## src/rtl/onehot_encoder_arb.sv

```systemverilog
// Registered request-vector selector: one-hot encode, fixed LSB priority or round-robin,
// with a single-entry backpressured result register and a sticky multi-hot error flag.
module onehot_encoder_arb #(
  parameter int unsigned C_WIDTH = 40,
  parameter int unsigned MODE    = 2,
  localparam int unsigned IDX_W  = (C_WIDTH == 1) ? 1 : $clog2(C_WIDTH)
) (
  input  logic               clk,
  input  logic               rst,
  input  logic               req_valid,
  input  logic [C_WIDTH-1:0] req,
  output logic               req_ready,
  output logic               out_valid,
  input  logic               out_ready,
  output logic [IDX_W-1:0]   int_out,
  output logic [C_WIDTH-1:0] grant_onehot,
  output logic               multi_hot_err,
  input  logic               err_clr
);

  localparam logic [IDX_W-1:0] LAST_IDX = IDX_W'(C_WIDTH - 1);

  logic               out_valid_q, out_valid_d;
  logic [IDX_W-1:0]   idx_q, idx_d;
  logic [C_WIDTH-1:0] grant_q, grant_d;
  logic               err_q, err_d;
  logic [IDX_W-1:0]   ptr_q, ptr_d;

  logic               accept;
  logic               load;
  logic [C_WIDTH-1:0] hi_mask;
  logic [C_WIDTH-1:0] masked_req;
  logic [IDX_W-1:0]   or_idx;
  logic               seen_one;
  logic               multi_hot;
  logic [IDX_W-1:0]   sel_idx;
  logic [C_WIDTH-1:0] sel_grant;

  function automatic logic [IDX_W-1:0] lowest_set(input logic [C_WIDTH-1:0] v);
    logic [IDX_W-1:0] r;
    r = '0;
    for (int i = int'(C_WIDTH) - 1; i >= 0; i--) begin
      if (v[i]) r = IDX_W'(i);
    end
    return r;
  endfunction

  // Index selection for the configured mode; round-robin searches above ptr first, then wraps.
  always_comb begin
    hi_mask   = '0;
    or_idx    = '0;
    seen_one  = 1'b0;
    multi_hot = 1'b0;
    for (int i = 0; i < int'(C_WIDTH); i++) begin
      hi_mask[i] = (IDX_W'(i) > ptr_q);
      if (req[i]) begin
        or_idx    = or_idx | IDX_W'(i);
        multi_hot = multi_hot | seen_one;
        seen_one  = 1'b1;
      end
    end
    masked_req = req & hi_mask;
    case (MODE)
      0:       sel_idx = or_idx;
      1:       sel_idx = lowest_set(req);
      default: sel_idx = ((ptr_q != LAST_IDX) && (|masked_req)) ? lowest_set(masked_req)
                                                                : lowest_set(req);
    endcase
    // An OR-merged index beyond the vector decodes to no grant bit.
    sel_grant = C_WIDTH'(1) << sel_idx;
  end

  assign req_ready = !out_valid_q || out_ready;
  assign accept    = req_valid && req_ready;
  assign load      = accept && (|req);

  always_comb begin
    out_valid_d = out_valid_q;
    idx_d       = idx_q;
    grant_d     = grant_q;
    ptr_d       = ptr_q;
    err_d       = err_q;
    if (load) begin
      out_valid_d = 1'b1;
      idx_d       = sel_idx;
      grant_d     = sel_grant;
      if (MODE == 2) ptr_d = sel_idx;
    end else if (out_ready) begin
      out_valid_d = 1'b0;
    end
    if (err_clr) err_d = 1'b0;
    if ((MODE == 0) && load && multi_hot) err_d = 1'b1;
  end

  always_ff @(posedge clk or negedge rst) begin
    if (!rst) begin
      out_valid_q <= 1'b0;
      idx_q       <= '0;
      grant_q     <= '0;
      err_q       <= 1'b0;
      ptr_q       <= LAST_IDX;
    end else begin
      out_valid_q <= out_valid_d;
      idx_q       <= idx_d;
      grant_q     <= grant_d;
      err_q       <= err_d;
      ptr_q       <= ptr_d;
    end
  end

  assign out_valid     = out_valid_q;
  assign int_out       = idx_q;
  assign grant_onehot  = grant_q;
  assign multi_hot_err = err_q;

`ifndef SYNTHESIS
  a_hold_stable: assert property (@(posedge clk) disable iff (!rst)
    (out_valid_q && !out_ready) |=> ($stable(idx_q) && $stable(grant_q)));
  a_grant_onehot: assert property (@(posedge clk) disable iff (!rst)
    out_valid_q |-> ($onehot(grant_q) || ((MODE == 0) && (grant_q == '0))));
`endif

endmodule
```

## config.mk

```make
export PLATFORM = sky130hd
export DESIGN_NAME = onehot_encoder_arb
export DESIGN_NICKNAME = d
export VERILOG_FILES = /design/src/rtl/onehot_encoder_arb.sv
export SDC_FILE = /design/constraint.sdc
export NUM_CORES = 1
export LEC_CHECK = 0
export ABC_AREA = 1
export BUFFER_PORTS_ARGS = -buffer_cell sky130_fd_sc_hd__buf_2
export CORE_ASPECT_RATIO = 1.25
export CORE_MARGIN = 8
export CORE_UTILIZATION = 45
export DETAILED_ROUTE_END_ITERATION = 10
export PLACE_DENSITY = 0.72
export SLEW_MARGIN = 20
export SYNTH_ARGS = -nofsm -noshare
export SYNTH_HDL_FRONTEND = slang
export SYNTH_SLANG_ARGS = --single-unit
export TNS_END_PERCENT = 50
```

## constraint.sdc

```tcl
create_clock -name clk -period 5.42 [get_ports clk]
set_input_delay 0.813 -clock clk [delete_from_list [all_inputs] [get_ports clk]]
set_output_delay 0.813 -clock clk [all_outputs]
set_load 0.02 [all_outputs]
```

==> impl_metrics.csv <==
group,metric,value,unit
setup_path,critPathLaunchType,"flip-flop",
logic_synthesis,yosys.area.top_type,"dfrtp_1",
logic_synthesis,synth_compound_area_frac,0.106,
floorplan,rows,37,
global_route,grt_pass1_vias,4080,
clocking,cts_max_level,2,
layout,antenna_cells,0,
power,p_leak,2.56,nW
global_route,grt_overflow,0,
timing,min_period,3.88,ns
layout,nets,718,
floorplan,die_area,11500,µm²
floorplan,die_x,97.5,µm
logic_synthesis,syn_area_per_cell,6.37,µm²
flow_run,max-cap-violations,0,
hold_path,hp-class,"reg2reg",
setup_path,path_max_fanout,16,
routing,first_pass_iters,4,
setup_path,crit_arrival,4.12,ns
place,gp_congestion,0.923,
timing,finalMaxSlewViolations,0,
routing,routedWlPerCell,13.6,µm
power,clkPwrFrac,0.141,
logic_synthesis,synth_warnings,0,
logic_synthesis,synth_top_family_by_area,"simple AND/OR/NAND/NOR gates",
clocking,clkTransAtPathRegs,0.09,ns
routing,final_antenna_net_count,0,
floorplan,initial_core_util,0.458,
power,power_density,438,nW/µm²
clocking,cts.path.max_buffers,2,
timing,worstMarginPinSlew,0.609,ns
clocking,cts_setup_buffers,0,
logic_synthesis,synth-edff-count,0,
timing,setup_tns,0,ns
logic_synthesis,postSynth.asyncResetShare,1.00,
logic_synthesis,ys_types,41,
layout,syn2layout_area_growth,17.4,%
power,p_seq_frac,0.280,
timing,fin_crit_sh,0.717,
timing,max-slew-margin-rel,0.590,
global_route,grt_usage,0.185,
power,pwr-share-comb,0.579,
clocking,cts_made_buffers,5,
setup_path,crit_type,"reg2reg",
routing,drc,0,
routing,via_count,3887,
logic_synthesis,synth_area_leaders,"dfrtp_1 (32%), nand2_1 (23%), inv_1 (7.1%), nor2_1 (6.4%), nand3_1 (3.8%)",
logic_synthesis,synth_top_cells_by_count,"nand2_1 (233), inv_1 (71), nor2_1 (64), dfrtp_1 (47), nand3_1 (28)",
place,port_buffers,91,
power,swShare,0.516,
global_route,grt_max_degree,52,
logic_synthesis,synth-simple-area-share,0.449,
logic_synthesis,ys_seq_area_frac,0.343,
logic_synthesis,syn_nets,631,
logic_synthesis,synth.top_cell.area_share,0.315,
logic_synthesis,synthAdderAreaFrac,0,
clocking,clk_latency,0.30,ns
timing,fmax,257,MHz
clocking,cts_hold_buf,0,
floorplan,core_area,8150,µm²
clocking,clock_sinks,51,
logic_synthesis,synth-seq-cells,51,
timing,hold_viol_final,0,
logic_synthesis,yosysMostFrequentCell,"nand2_1",
place,hpwl,8.45,mm
layout,drive_gt1_frac,0.223,
setup_path,worstSetupEndpointType,"flip-flop",
power,irDropWorstVdd,0.000291,V
timing,fin_skew,0.00807,ns
global_route,grt_pass1_wl,18.2,mm
logic_synthesis,synthMuxAreaShare,0,
power,p_total,0.00192,W
timing,rsz0062_at_grt,"false",
clocking,cts_tree,"yes",
power,p_int,0.000930,W
floorplan,dieHeight,118,µm
logic_synthesis,synth-xor-area-share,0,
status,outcome,"complete, no violations",
routing,wirelength,10.5,mm
routing,drtIter0Drc,138,
logic_synthesis,synthCells,586,
global_route,antenna_found_initial,0,
logic_synthesis,synthFlopType,"dfrtp_1",
power,power.switching,0.000991,W
timing,setup_violations,0,
logic_synthesis,syn_area,3730,µm²
routing,via_per_inst,5.04,
floorplan,ios,94,
clocking,root_buffer,"clkbuf_8",
setup_path,cp.required,5.66,ns
clocking,cts_resized,0,
-- power groups by stage --
stage / Clock (W) / Combinational (W) / Sequential, W
after floorplan: 0 / 0.000775 / 0.000592
after global placement: 0 / 0.00109 / 0.000542
after detailed placement: 0 / 0.00111 / 0.000543
after CTS: 0.000279 / 0.00112 / 0.000537
after global routing: 0.000294 / 0.00124 / 0.000548
final: 0.000271 / 0.00111 / 0.000537
-- metrics by stage --
| stage | std cells | hold slack [ns] | utilization | setup WS (ns) | area, µm² |
|---|---|---|---|---|---|
| global placement | 763 | 0.462 | 0.523 | 1.56 | 4260 |
| global route | 771 | 0.505 | 0.538 | 1.10 | 4380 |
| CTS | 771 | 0.486 | 0.537 | 1.50 | 4380 |
| floorplan | 586 | 0.517 | - | 2.10 | 3730 |
| detailed placement | 763 | 0.460 | 0.523 | 1.55 | 4260 |
| finish | 771 | 0.479 | 0.538 | 1.54 | 4380 |
-- cell families (layout without fill, tap and decap cells) --
group / count (synthesis) / count (layout)
AND/OR/NAND/NOR: 376 / 376
buffers and inverters: 96 / 184
flip-flops: 51 / 51
AO/OA/AOI/OAI: 62 / 62
other: 1 / 1
-- cell usage in the layout (no fill, tap or decap), drive strengths merged, types with 2 or more instances in the layout --
cell type    n
nand3       33
o21ai       32
clkinv       2
clkbuf       6
dfstp        4
o31ai        3
dfrtp       47
nor4         3
a32oi        2
nand4       17
o21bai       3
nand2      237
buf         93
a31oi        7
nor2        76
or2          2
inv         82
nor3         6
o211ai       5
a21boi       2
a21oi        6
-- state kept, by name, summed over array words and instances (netlist names) --
| name | cells |
|---|---|
| int_out | 6 |
| grant_onehot | 40 |
| out_valid | 1 |
| ptr_q | 4 |
-- final timing paths --
| kind | endpoint | slack [ns] | cells past startpoint | startpoint |
|---|---|---|---|---|
| min in group asynchronous | grant_onehot[13]$_DFFE_PN0P_ | 0.52 | 1 | rst |
| worst max register to register | grant_onehot[14]$_DFFE_PN0P_ | 1.54 | 14 | ptr_q[1]$_DFFE_PN1P_ |
| max in group asynchronous | grant_onehot[39]$_DFFE_PN0P_ | 4.48 | 1 | rst |
| worst min register to register | grant_onehot[37]$_DFFE_PN0P_ | 0.48 | 2 | grant_onehot[37]$_DFFE_PN0P_ |
| worst min-delay path | grant_onehot[37]$_DFFE_PN0P_ | 0.48 | 2 | grant_onehot[37]$_DFFE_PN0P_ |
| worst max-delay path | grant_onehot[14]$_DFFE_PN0P_ | 1.54 | 14 | ptr_q[1]$_DFFE_PN1P_ |
-- layer usage --
| metal | track usage | share of wire | wire (µm) | vias to the layer above |
|---|---|---|---|---|
| li1 | - | - | - | 2012 |
| met1 | 0.201 | 0.40 | 4210 | 1743 |
| met2 | 0.339 | 0.52 | 5420 | 114 |
| met3 | 0.0352 | 0.056 | 583 | 18 |
| met4 | 0.0760 | 0.026 | 270 | 0 |
| met5 | 0 | 0 | 0 | - |
-- critical path, cell delays in order, from the launching register on --
cell	delay [ns]
dfstp_2	0.67
nand2_1	0.24
inv_1	0.25
nor2_1	0.08
o21ai_0	0.23
nand2_1	0.13
nor4_2	0.39
nand2_1	0.15
nor4_4	0.42
nand3_1	0.12
nand2_1	0.34
inv_1	0.35
nor3_2	0.27
nand2_1	0.08
nand2_1	0.08
-- final cells by class --
class / count / area [µm²]
flip-flops and latches: 51 / 1280
clock inverters: 2 / 35.0
inverters: 83 / 312
repair buffers: 93 / 473
clock buffers: 6 / 82.6
multi-input cells: 439 / 2080
fillers: 841 / 3770
well taps: 97 / 121
No activity file was read; power rests on OpenSTA's default activity.
